<file path="config.mk">
export PLATFORM = sky130hd
export DESIGN_NAME = raster_to_ndc
export DESIGN_NICKNAME = d
export VERILOG_FILES = /design/src/rtl/raster_to_ndc_pkg.sv /design/src/rtl/raster_to_ndc_fixed_to_f16.sv /design/src/rtl/raster_to_ndc.sv
export SDC_FILE = /design/constraint.sdc
export NUM_CORES = 2
export LEC_CHECK = 0
export ABC_AREA = 1
export CAP_MARGIN = 20
export CORE_ASPECT_RATIO = 0.7
export CORE_MARGIN = 8
export CORE_UTILIZATION = 41
export CTS_CLUSTER_SIZE = 10
export DETAILED_ROUTE_END_ITERATION = 16
export GPL_ROUTABILITY_DRIVEN = 0
export GPL_TIMING_DRIVEN = 0
export PLACE_DENSITY_LB_ADDON = 0.2
export RECOVER_POWER = 100
export SLEW_MARGIN = 20
export SYNTH_ARGS = -nofsm -noshare
export SYNTH_HDL_FRONTEND = slang
export SYNTH_SLANG_ARGS = --single-unit
export TNS_END_PERCENT = 30
</file>
<file path="constraint.sdc">
create_clock -name clk -period 11 [get_ports clk]
set_input_delay 2.2 -clock clk [delete_from_list [all_inputs] [get_ports clk]]
set_output_delay 2.2 -clock clk [all_outputs]
set_load 0.01 [all_outputs]
</file>
<file path="src/rtl/raster_to_ndc_pkg.sv">
// Shared types and constants for the raster -> NDC conversion block.
package raster_to_ndc_pkg;

    typedef logic [15:0]        f16;
    typedef logic signed [15:0] i16;

    typedef struct packed {
        f16 y;
        f16 x;
    } vec2_f16;

    typedef struct packed {
        i16 y;
        i16 x;
    } vec2_i16;

    // Unsigned fraction, value = raw / 2^16
    typedef logic [15:0] uq0_16;

    localparam f16          F16_ONE       = 16'h3C00;
    localparam f16          F16_MAX       = 16'h7BFF;
    localparam int unsigned NDC_FRAC_BITS = 17;

endpackage

</file>
<file path="src/rtl/raster_to_ndc_fixed_to_f16.sv">
// Combinational signed Q.17 (36b) to f16 conversion, round-to-nearest-even.
// Results below 2^-14 flush to signed zero; results too large for f16 saturate to +/-max.
module raster_to_ndc_fixed_to_f16
    import raster_to_ndc_pkg::*;
(
    input  logic signed [35:0] val_i,
    output f16                 f16_o
);

    logic        sign;
    logic [35:0] mag;
    logic [5:0]  lead;
    logic [35:0] norm;
    logic        round_up;
    logic [10:0] mant_sum;
    logic        carry;
    logic [6:0]  exp_b;

    // Sign-magnitude split, normalise, round, then classify zero/flush/saturate/normal
    always_comb begin
        sign = val_i[35];
        mag  = sign ? -val_i : val_i;
        lead = '0;
        for (int i = 0; i < 36; i++) begin
            if (mag[i]) begin
                lead = 6'(i);
            end
        end
        // Leading one lands on bit 35; bit 35 doubles as the non-zero flag
        norm     = mag << (6'd35 - lead);
        round_up = norm[24] & ((|norm[23:0]) | norm[25]);
        mant_sum = {1'b0, norm[34:25]} + {10'b0, round_up};
        carry    = mant_sum[10];
        // Unbiased exponent is lead-17, bias 15
        exp_b    = {1'b0, lead} - 7'd2 + {6'b0, carry};

        if (!norm[35]) begin
            f16_o = 16'h0000;
        end else if (lead < 6'd3) begin
            f16_o = {sign, 15'b0};
        end else if (exp_b > 7'd30) begin
            f16_o = {sign, F16_MAX[14:0]};
        end else begin
            f16_o = {sign, exp_b[4:0], mant_sum[9:0]};
        end
    end

endmodule

</file>
<file path="src/rtl/raster_to_ndc.sv">
// Signed pixel coords -> f16 NDC: ndc_x = (x+c)/W, ndc_y = 1-(y+c)/H.
// Four-stage valid/ready pipeline with a global enable; the source pixel travels with the result.
module raster_to_ndc
    import raster_to_ndc_pkg::*;
#(
    parameter bit CENTER = 1'b1
) (
    input  logic    clk,
    input  logic    rst,
    input  logic    cfg_load,
    input  uq0_16   cfg_inv_w,
    input  uq0_16   cfg_inv_h,
    input  logic    pix_valid,
    output logic    pix_ready,
    input  vec2_i16 pix,
    output logic    ndc_valid,
    input  logic    ndc_ready,
    output vec2_f16 ndc_pt,
    output vec2_i16 ndc_pix
);

    localparam logic signed [35:0] OneQ = 36'(1) << NDC_FRAC_BITS;

    logic en;

    uq0_16 inv_w_q, inv_w_d, inv_h_q, inv_h_d;

    logic               s1_valid_q, s1_valid_d;
    vec2_i16            s1_pix_q, s1_pix_d;
    logic signed [17:0] s1_a_q, s1_a_d, s1_b_q, s1_b_d;
    uq0_16              s1_inv_w_q, s1_inv_w_d, s1_inv_h_q, s1_inv_h_d;

    logic               s2_valid_q, s2_valid_d;
    vec2_i16            s2_pix_q, s2_pix_d;
    logic signed [34:0] s2_px_q, s2_px_d, s2_py_q, s2_py_d;

    logic               s3_valid_q, s3_valid_d;
    vec2_i16            s3_pix_q, s3_pix_d;
    logic signed [35:0] s3_qx_q, s3_qx_d, s3_qy_q, s3_qy_d;

    logic               ndc_valid_q, ndc_valid_d;
    vec2_f16            ndc_pt_q, ndc_pt_d;
    vec2_i16            ndc_pix_q, ndc_pix_d;

    logic signed [34:0] a_ext, b_ext, w_ext, h_ext;
    f16                 f16_x, f16_y;

    assign en        = !ndc_valid_q || ndc_ready;
    assign pix_ready = en;
    assign ndc_valid = ndc_valid_q;
    assign ndc_pt    = ndc_pt_q;
    assign ndc_pix   = ndc_pix_q;

    raster_to_ndc_fixed_to_f16 u_cvt_x (
        .val_i (s3_qx_q),
        .f16_o (f16_x)
    );

    raster_to_ndc_fixed_to_f16 u_cvt_y (
        .val_i (s3_qy_q),
        .f16_o (f16_y)
    );

    // Next state: config regs load independently of the stall; all stages shift together on en
    always_comb begin
        inv_w_d     = inv_w_q;
        inv_h_d     = inv_h_q;
        s1_valid_d  = s1_valid_q;
        s1_pix_d    = s1_pix_q;
        s1_a_d      = s1_a_q;
        s1_b_d      = s1_b_q;
        s1_inv_w_d  = s1_inv_w_q;
        s1_inv_h_d  = s1_inv_h_q;
        s2_valid_d  = s2_valid_q;
        s2_pix_d    = s2_pix_q;
        s2_px_d     = s2_px_q;
        s2_py_d     = s2_py_q;
        s3_valid_d  = s3_valid_q;
        s3_pix_d    = s3_pix_q;
        s3_qx_d     = s3_qx_q;
        s3_qy_d     = s3_qy_q;
        ndc_valid_d = ndc_valid_q;
        ndc_pt_d    = ndc_pt_q;
        ndc_pix_d   = ndc_pix_q;

        // inv is a Q0.16 fraction: zero-extend before the signed multiply
        a_ext = 35'(s1_a_q);
        b_ext = 35'(s1_b_q);
        w_ext = 35'($signed({1'b0, s1_inv_w_q}));
        h_ext = 35'($signed({1'b0, s1_inv_h_q}));

        if (cfg_load) begin
            inv_w_d = cfg_inv_w;
            inv_h_d = cfg_inv_h;
        end

        if (en) begin
            // 2x+c with c in {0,1}: bit 0 of 2x is zero, so c just fills it
            s1_valid_d  = pix_valid;
            s1_pix_d    = pix;
            s1_a_d      = {pix.x[15], pix.x, CENTER};
            s1_b_d      = {pix.y[15], pix.y, CENTER};
            s1_inv_w_d  = inv_w_q;
            s1_inv_h_d  = inv_h_q;

            s2_valid_d  = s1_valid_q;
            s2_pix_d    = s1_pix_q;
            s2_px_d     = a_ext * w_ext;
            s2_py_d     = b_ext * h_ext;

            s3_valid_d  = s2_valid_q;
            s3_pix_d    = s2_pix_q;
            s3_qx_d     = 36'(s2_px_q);
            s3_qy_d     = OneQ - 36'(s2_py_q);

            ndc_valid_d = s3_valid_q;
            ndc_pt_d    = {f16_y, f16_x};
            ndc_pix_d   = s3_pix_q;
        end
    end

    // State registers with synchronous reset
    always_ff @(posedge clk) begin
        if (rst) begin
            inv_w_q     <= '0;
            inv_h_q     <= '0;
            s1_valid_q  <= 1'b0;
            s1_pix_q    <= '0;
            s1_a_q      <= '0;
            s1_b_q      <= '0;
            s1_inv_w_q  <= '0;
            s1_inv_h_q  <= '0;
            s2_valid_q  <= 1'b0;
            s2_pix_q    <= '0;
            s2_px_q     <= '0;
            s2_py_q     <= '0;
            s3_valid_q  <= 1'b0;
            s3_pix_q    <= '0;
            s3_qx_q     <= '0;
            s3_qy_q     <= '0;
            ndc_valid_q <= 1'b0;
            ndc_pt_q    <= '0;
            ndc_pix_q   <= '0;
        end else begin
            inv_w_q     <= inv_w_d;
            inv_h_q     <= inv_h_d;
            s1_valid_q  <= s1_valid_d;
            s1_pix_q    <= s1_pix_d;
            s1_a_q      <= s1_a_d;
            s1_b_q      <= s1_b_d;
            s1_inv_w_q  <= s1_inv_w_d;
            s1_inv_h_q  <= s1_inv_h_d;
            s2_valid_q  <= s2_valid_d;
            s2_pix_q    <= s2_pix_d;
            s2_px_q     <= s2_px_d;
            s2_py_q     <= s2_py_d;
            s3_valid_q  <= s3_valid_d;
            s3_pix_q    <= s3_pix_d;
            s3_qx_q     <= s3_qx_d;
            s3_qy_q     <= s3_qy_d;
            ndc_valid_q <= ndc_valid_d;
            ndc_pt_q    <= ndc_pt_d;
            ndc_pix_q   <= ndc_pix_d;
        end
    end

endmodule
</file>
Word-level counts from Yosys, hierarchy flattened. Index checks and enable logic that the tools add are counted.

Reductions and logical operators: 4. Mux-type cells: 78. Multiply operators: 2. $lt $le $gt $ge: 4. Add/subtract/negate cells: 11. Bitwise gates (word level): 4. Shifts and indexed selects: 2.

Operator list (number): 2-to-1 mux 5 bit (32); 2-to-1 mux 36 bit (2); << shifter 36 x 6 -> 36 bit (2); multiplier 17 x 17 -> 34 bit (2); 2-to-1 mux 4 bit (16); 2-to-1 mux 15 bit (4); 2-to-1 mux 6 bit (8); OR reduction 24 bit (2); negation 34 -> 36 bit (1); negation 35 -> 36 bit (1); subtractor 19 x 34 -> 35 bit (first input constant) (1); 2-to-1 mux 16 bit (2); 2-to-1 mux 3 bit (8); adder 10 x 1 -> 11 bit (2); adder 7 x 1 -> 7 bit (2); greater-than comparator 7 x 5 -> 1 bit (second input constant) (2); subtractor 6 x 2 -> 7 bit (second input constant) (2); less-than comparator 6 x 2 -> 1 bit (second input constant) (2); subtractor 6 bit (first input constant) (2); 2-to-1 mux 2 bit (4); bitwise AND 1 bit (2); 2-to-1 mux 1 bit (2); OR 1 bit (2); zero test 1 bit (1); logical OR 1 bit (1).

Logic and storage cells: 129. Flip-flop bits (word level): 399. Output and inout bits: 66.

Depth between registers and ports, before layout.
Word-level depth: 48. Gate-level depth with buffers: 63. Depth with buffers taken out: 62.

Hierarchy. A second synthesis with hierarchy kept.

Cells, all modules: 6659. Area total of the unflattened synthesis: 44920.6 µm².

Modules (own cells, without submodules): raster_to_ndc (cells an instance 5071, instances 1, sequential area each 7327.0 µm², area an instance 37053.0 µm²); raster_to_ndc_fixed_to_f16 (cells an instance 794, instances 2, sequential area each 0.0 µm², area an instance 3933.8 µm²).

Worst setup path before layout. OpenSTA, ideal clock, no wires.

Path kind: flip-flop to flip-flop. From: register s1_inv_h_q[7]. To: register s2_py_q[33] (netlist name). Setup time: 0.132 ns. Period minus slack after synthesis: 6.954 ns. Arrival time: 6.822 ns. Path buffers: 2. Required time: 10.868 ns. Cell stages (with the launch flop): 34. Path slack: 4.046 ns. Cells stage by stage: dfxtp_1 > clkbuf_1 > buf_1 > nand2_1 > fa_1 > inv_1 > fa_1 > inv_1 > fa_1 > inv_1 > fa_1 > inv_1 > fa_1 > inv_1 > fa_1 > ha_1 > nand2_1 > o31ai_1 > a21oi_1 > o21bai_1 > nand2_1 > nand2_1 > a21oi_1 > o21ai_0 > inv_1 > o21ai_0 > inv_1 > o21ai_0 > nand3_1 > nand2_1 > nand3_1 > o21ai_0 > xor2_1 > a21oi_1.

Word-level cells in the longest chain between the ends: 1.

Ends and longest elaborated chain: start, declared (RTL line raster_to_ndc.sv:31) `uq0_16 s1_inv_w_q, s1_inv_w_d, s1_inv_h_q, s1_inv_h_d;`; start signal, assigned (RTL line raster_to_ndc.sv:152) `s1_inv_h_q <= s1_inv_h_d;`; multiplier 17 x 17 -> 34 bit (RTL line raster_to_ndc.sv:109) `s2_py_d = b_ext * h_ext;`.

Every way passes these cells. A chain may end at the register's enable or synchronous reset.

Worst setup path after layout.
From: register s3_qx_q[0]. To: register ndc_pt_q, in the netlist ndc_pt[0].

Word-level cells in the longest chain between the ends: 48. Elaborated cells between the ends (all ways): 50. Those cells by class: add/sub: 5; order compare: 2; shift: 1; mux: 39; bitwise: 2; reduce/logical: 1.

Ends and longest elaborated chain: start, declared (RTL line raster_to_ndc.sv:39) `logic signed [35:0] s3_qx_q, s3_qx_d, s3_qy_q, s3_qy_d;`; start signal, assigned (RTL line raster_to_ndc.sv:159) `s3_qx_q <= s3_qx_d;`; negation 34 -> 36 bit (RTL line raster_to_ndc_fixed_to_f16.sv:22) `mag = sign ? -val_i : val_i;`; 2-to-1 mux 36 bit * (RTL line raster_to_ndc_fixed_to_f16.sv:22); 2-to-1 mux 1 bit (RTL line raster_to_ndc_fixed_to_f16.sv:25) `if (mag[i]) begin`; 2-to-1 mux 2 bit (2 in a row) (RTL line raster_to_ndc_fixed_to_f16.sv:25); 2-to-1 mux 3 bit (4 in a row) (RTL line raster_to_ndc_fixed_to_f16.sv:25); 2-to-1 mux 4 bit (8 in a row) (RTL line raster_to_ndc_fixed_to_f16.sv:25); 2-to-1 mux 5 bit (16 in a row) (RTL line raster_to_ndc_fixed_to_f16.sv:25); 2-to-1 mux 6 bit (4 in a row) (RTL line raster_to_ndc_fixed_to_f16.sv:25); [3 not listed]; OR 1 bit (RTL line raster_to_ndc_fixed_to_f16.sv:31) `round_up = norm[24] & ((|norm[23:0]) | norm[25]);`; bitwise AND 1 bit (RTL line raster_to_ndc_fixed_to_f16.sv:31); adder 10 x 1 -> 11 bit (RTL line raster_to_ndc_fixed_to_f16.sv:32) `mant_sum = {1'b0, norm[34:25]} + {10'b0, round_up};`; adder 7 x 1 -> 7 bit (RTL line raster_to_ndc_fixed_to_f16.sv:35) `exp_b = {1'b0, lead} - 7'd2 + {6'b0, carry};`; greater-than comparator 7 x 5 -> 1 bit (RTL line raster_to_ndc_fixed_to_f16.sv:41) `end else if (exp_b > 7'd30) begin`; 2-to-1 mux 15 bit (RTL line raster_to_ndc_fixed_to_f16.sv:41); 2-to-1 mux 15 bit (RTL line raster_to_ndc_fixed_to_f16.sv:39) `end else if (lead < 6'd3) begin`; 2-to-1 mux 16 bit * (RTL line raster_to_ndc_fixed_to_f16.sv:37) `if (!norm[35]) begin`; end signal, assigned (RTL line raster_to_ndc.sv:162) `ndc_pt_q <= ndc_pt_d;`; end, declared (RTL line raster_to_ndc.sv:42) `vec2_f16 ndc_pt_q, ndc_pt_d;`.

Every way passes the cells marked *; elsewhere a longest branch is shown, timed or not.

==> run summary <==
Slew @ Worst Pin -> 1.172 ns
CTS buffer count -> 45
ys flop type -> dfxtp_1
Switching Fraction -> 57.38%
f_max -> 0.1053 GHz
worst vdd ir -> 0.3097 mV
fin cells -> 7439
antenna viol nets, final -> 0
Post-synth EDFFs -> 0
vias per inst -> 5.149
Worst-Skew Late Latency -> 0.62 ns
nets -> 6886
relative slew slack -> 21.87%
Final TNS setup -> 0 ns
most frequent CP cell -> nand2_1
clock net sink count -> 366
final setup vio count -> 0
CTS tree -> done
register area -> 7327 um^2
die height -> 283.9 um
cell family with most CP delay -> simple AND/OR/NAND/NOR gates
first-pass GRT wire length -> 214500 um
initial drt markers -> 3948
fraction of registers with async set/reset -> 0%
Cells after DPL -> 7377
commonest non-fill, non-tap cells in the layout -> nand2_1 (1321), inv_1 (1166), nor2_1 (588)
Crit. End Element -> register
Initial Util -> 41.25%
clock-pin slew on the worst setup and hold paths -> 0.06 ns
crit path kind -> register to register
PortBufs -> 134
H-tree depth -> 2
final wirelength -> 136100 um
Die Wd -> 398.7 um
post-DR wirelength/cell -> 18.29 um
Int Power -> 0.005385 W
core area -> 101900 um^2
CTS root buf -> clkbuf_16
Vias -> 38300
Total Die Area -> 113200 um^2
CP Depth -> 43
post-synth cell types -> 63
Post-Syn Instances -> 5893
Required @ worst endpoint -> 11.42 ns
layout cells sized above 1 -> 3.466%
Clock Path Buffers -> 3
worst clock skew -> 0.05641 ns
I/O pin total -> 135
post-cts gate resize count -> 0
number of global-route vias before repair -> 37200
crit path buf inv count -> 12
total grt overflow -> 0
Slowest cell on crit path -> a31oi_1
Layout area overhead -> 10.32%
crit path max fanout -> 10
DP HPWL -> 113100 um
Synth Area per Inst -> 7.133 um^2
mapped cell area -> 42030 um^2
Sequential Power Share -> 13.5%
DRC -> 0
hold bufs inserted after CTS -> 0
GRT Resource Usage Total -> 23.85%
Max-cap violations -> 0
register area share after synthesis -> 17.43%
Core Rows -> 98
startpoint type of the worst setup path -> register
status -> complete, no violations
final hold vios -> 0
sw power -> 0.007250 W
Logic pwr share -> 75.3%
most common cell after layout, fill and taps aside -> nand2_1
fill count -> 10520
Post-CTS Setup Inserts -> 0
Clk network pwr share -> 11.3%
Pleak -> 24.18 nW
largest net degree at the start of global routing -> 15
Cell Pwr Density -> 272.5 nW/um^2
YS warnings -> 0
crit-path max cell delay -> 0.88 ns
Slew Viols, Final -> 0
final period utilization -> 86.30%
worst reg-to-reg path cell count -> 43
Multi-input gate area -> 28770 um^2
router iterations before antenna repair -> 8
RSZ-0062 raised after global routing -> no
Syn Nets -> 6705
hold path depth -> 2
hold crit path type -> register to register
flops & latches, synth -> 366
Arr. time, crit path -> 9.92 ns
initial antenna violation count -> 4
min Tclk post-route -> 9.493 ns
## cell type report
type / count / share of cell area (%)
multi-input cells: 4001 / 62.04
flip-flops and latches: 366 / 15.80
inverters: 1193 / 9.657
well taps: 1350 / 3.643
plain buffers: 333 / 3.054
repair buffers: 134 / 2.892
clock buffers: 53 / 2.558
clock inverters: 8 / 0.3508
diodes: 1 / 0.005396
## metrics by stage
stage	hold slack (ns)	total power [W]	setup slack (ns)	utilization, %	cell area (um^2)
3_3_place_gp	0.4458	0.01091	2.560	44.23	45060
4_1_cts	0.4648	0.01240	2.537	45.55	46410
3_5_place_dp	0.4548	0.01094	2.612	44.23	45060
2_1_floorplan	0.4297	0.008496	4.046	-	42030
6_report	0.4602	0.01264	1.507	45.51	46370
5_1_grt	0.4812	0.01376	0.8017	45.51	46370
## cells in the mapped netlist, types with 28 or more instances
cell      number  share of area [%]
nor2_1       587                5.2
o21ai_0      330                3.9
nand3_1      417                5.0
buf_2         37               0.44
o21ai_1       30               0.36
dfxtp_1      366                 17
a21oi_1      156                1.9
o211ai_1      56                1.0
inv_1       1164                 10
o21bai_1      28               0.50
xnor2_1       31               0.65
xor2_1       104                2.2
buf_1         28               0.25
clkbuf_1     248                2.2
ha_1         185                5.5
fa_1         558                 27
nand4_1       30               0.45
nand2_1     1320                 12
## layer usage
| layer | global-route usage, % | part of all wire, % | up-vias |
|---|---|---|---|
| met4 | 3.804 | 1.6 | 2 |
| li1 | - | - | 18180 |
| met1 | 37.30 | 49 | 18340 |
| met5 | 0 | 0.0096 | - |
| met3 | 5.790 | 11 | 145 |
| met2 | 33.23 | 38 | 1636 |
## flip-flops by register name (all words and copies together) (netlist names)
name / cells
s3_valid_q: 1
ndc_valid: 1
s1_a_q: 1
ndc_pt: 32
s2_px_q: 34
inv_h_q: 16
s3_qy_q: 35
s2_pix_q: 32
s3_pix_q: 32
inv_w_q: 16
s1_inv_w_q: 16
s2_valid_q: 1
s1_pix_q: 32
s3_qx_q: 34
s1_inv_h_q: 16
ndc_pix: 32
s2_py_q: 34
s1_valid_q: 1
## cell families (layout without fill, tap and decap cells)
logic type	after synthesis	in the layout	synth area share, %
buffers and inverters	1526	1721	14.03
adder cells (fa/ha/maj)	743	743	32.08
flip-flops	366	366	17.43
other	0	1	0
AND/OR/NAND/NOR	2457	2457	24.35
XOR/XNOR	143	143	3.149
AO/OA/AOI/OAI	658	658	8.957
## tightest hold or removal path: stages, from the launching register on
cell and delay, ns:
dfxtp_1 0.29, inv_1 0.06, a21oi_1 0.06
## worst paths after layout
path,from,end,slack (ns)
setup reg to reg,s3_qx_q[0],ndc_pt[0],1.51
hold / removal,s3_valid_q,s3_valid_q,0.46
hold reg to reg,s3_valid_q,s3_valid_q,0.46
setup / recovery,s3_qx_q[0],ndc_pt[0],1.51
## power by group through the flow
stage	Combinational, W	Sequential, W	Clock, W
CTS	0.00925	0.00170	0.00145
floorplan	0.00681	0.00169	0
finish	0.00951	0.00170	0.00142
global route	0.0105	0.00172	0.00150
detailed placement	0.00921	0.00173	0
global placement	0.00919	0.00172	0
Note: power is estimated with default switching activity, not from simulation.
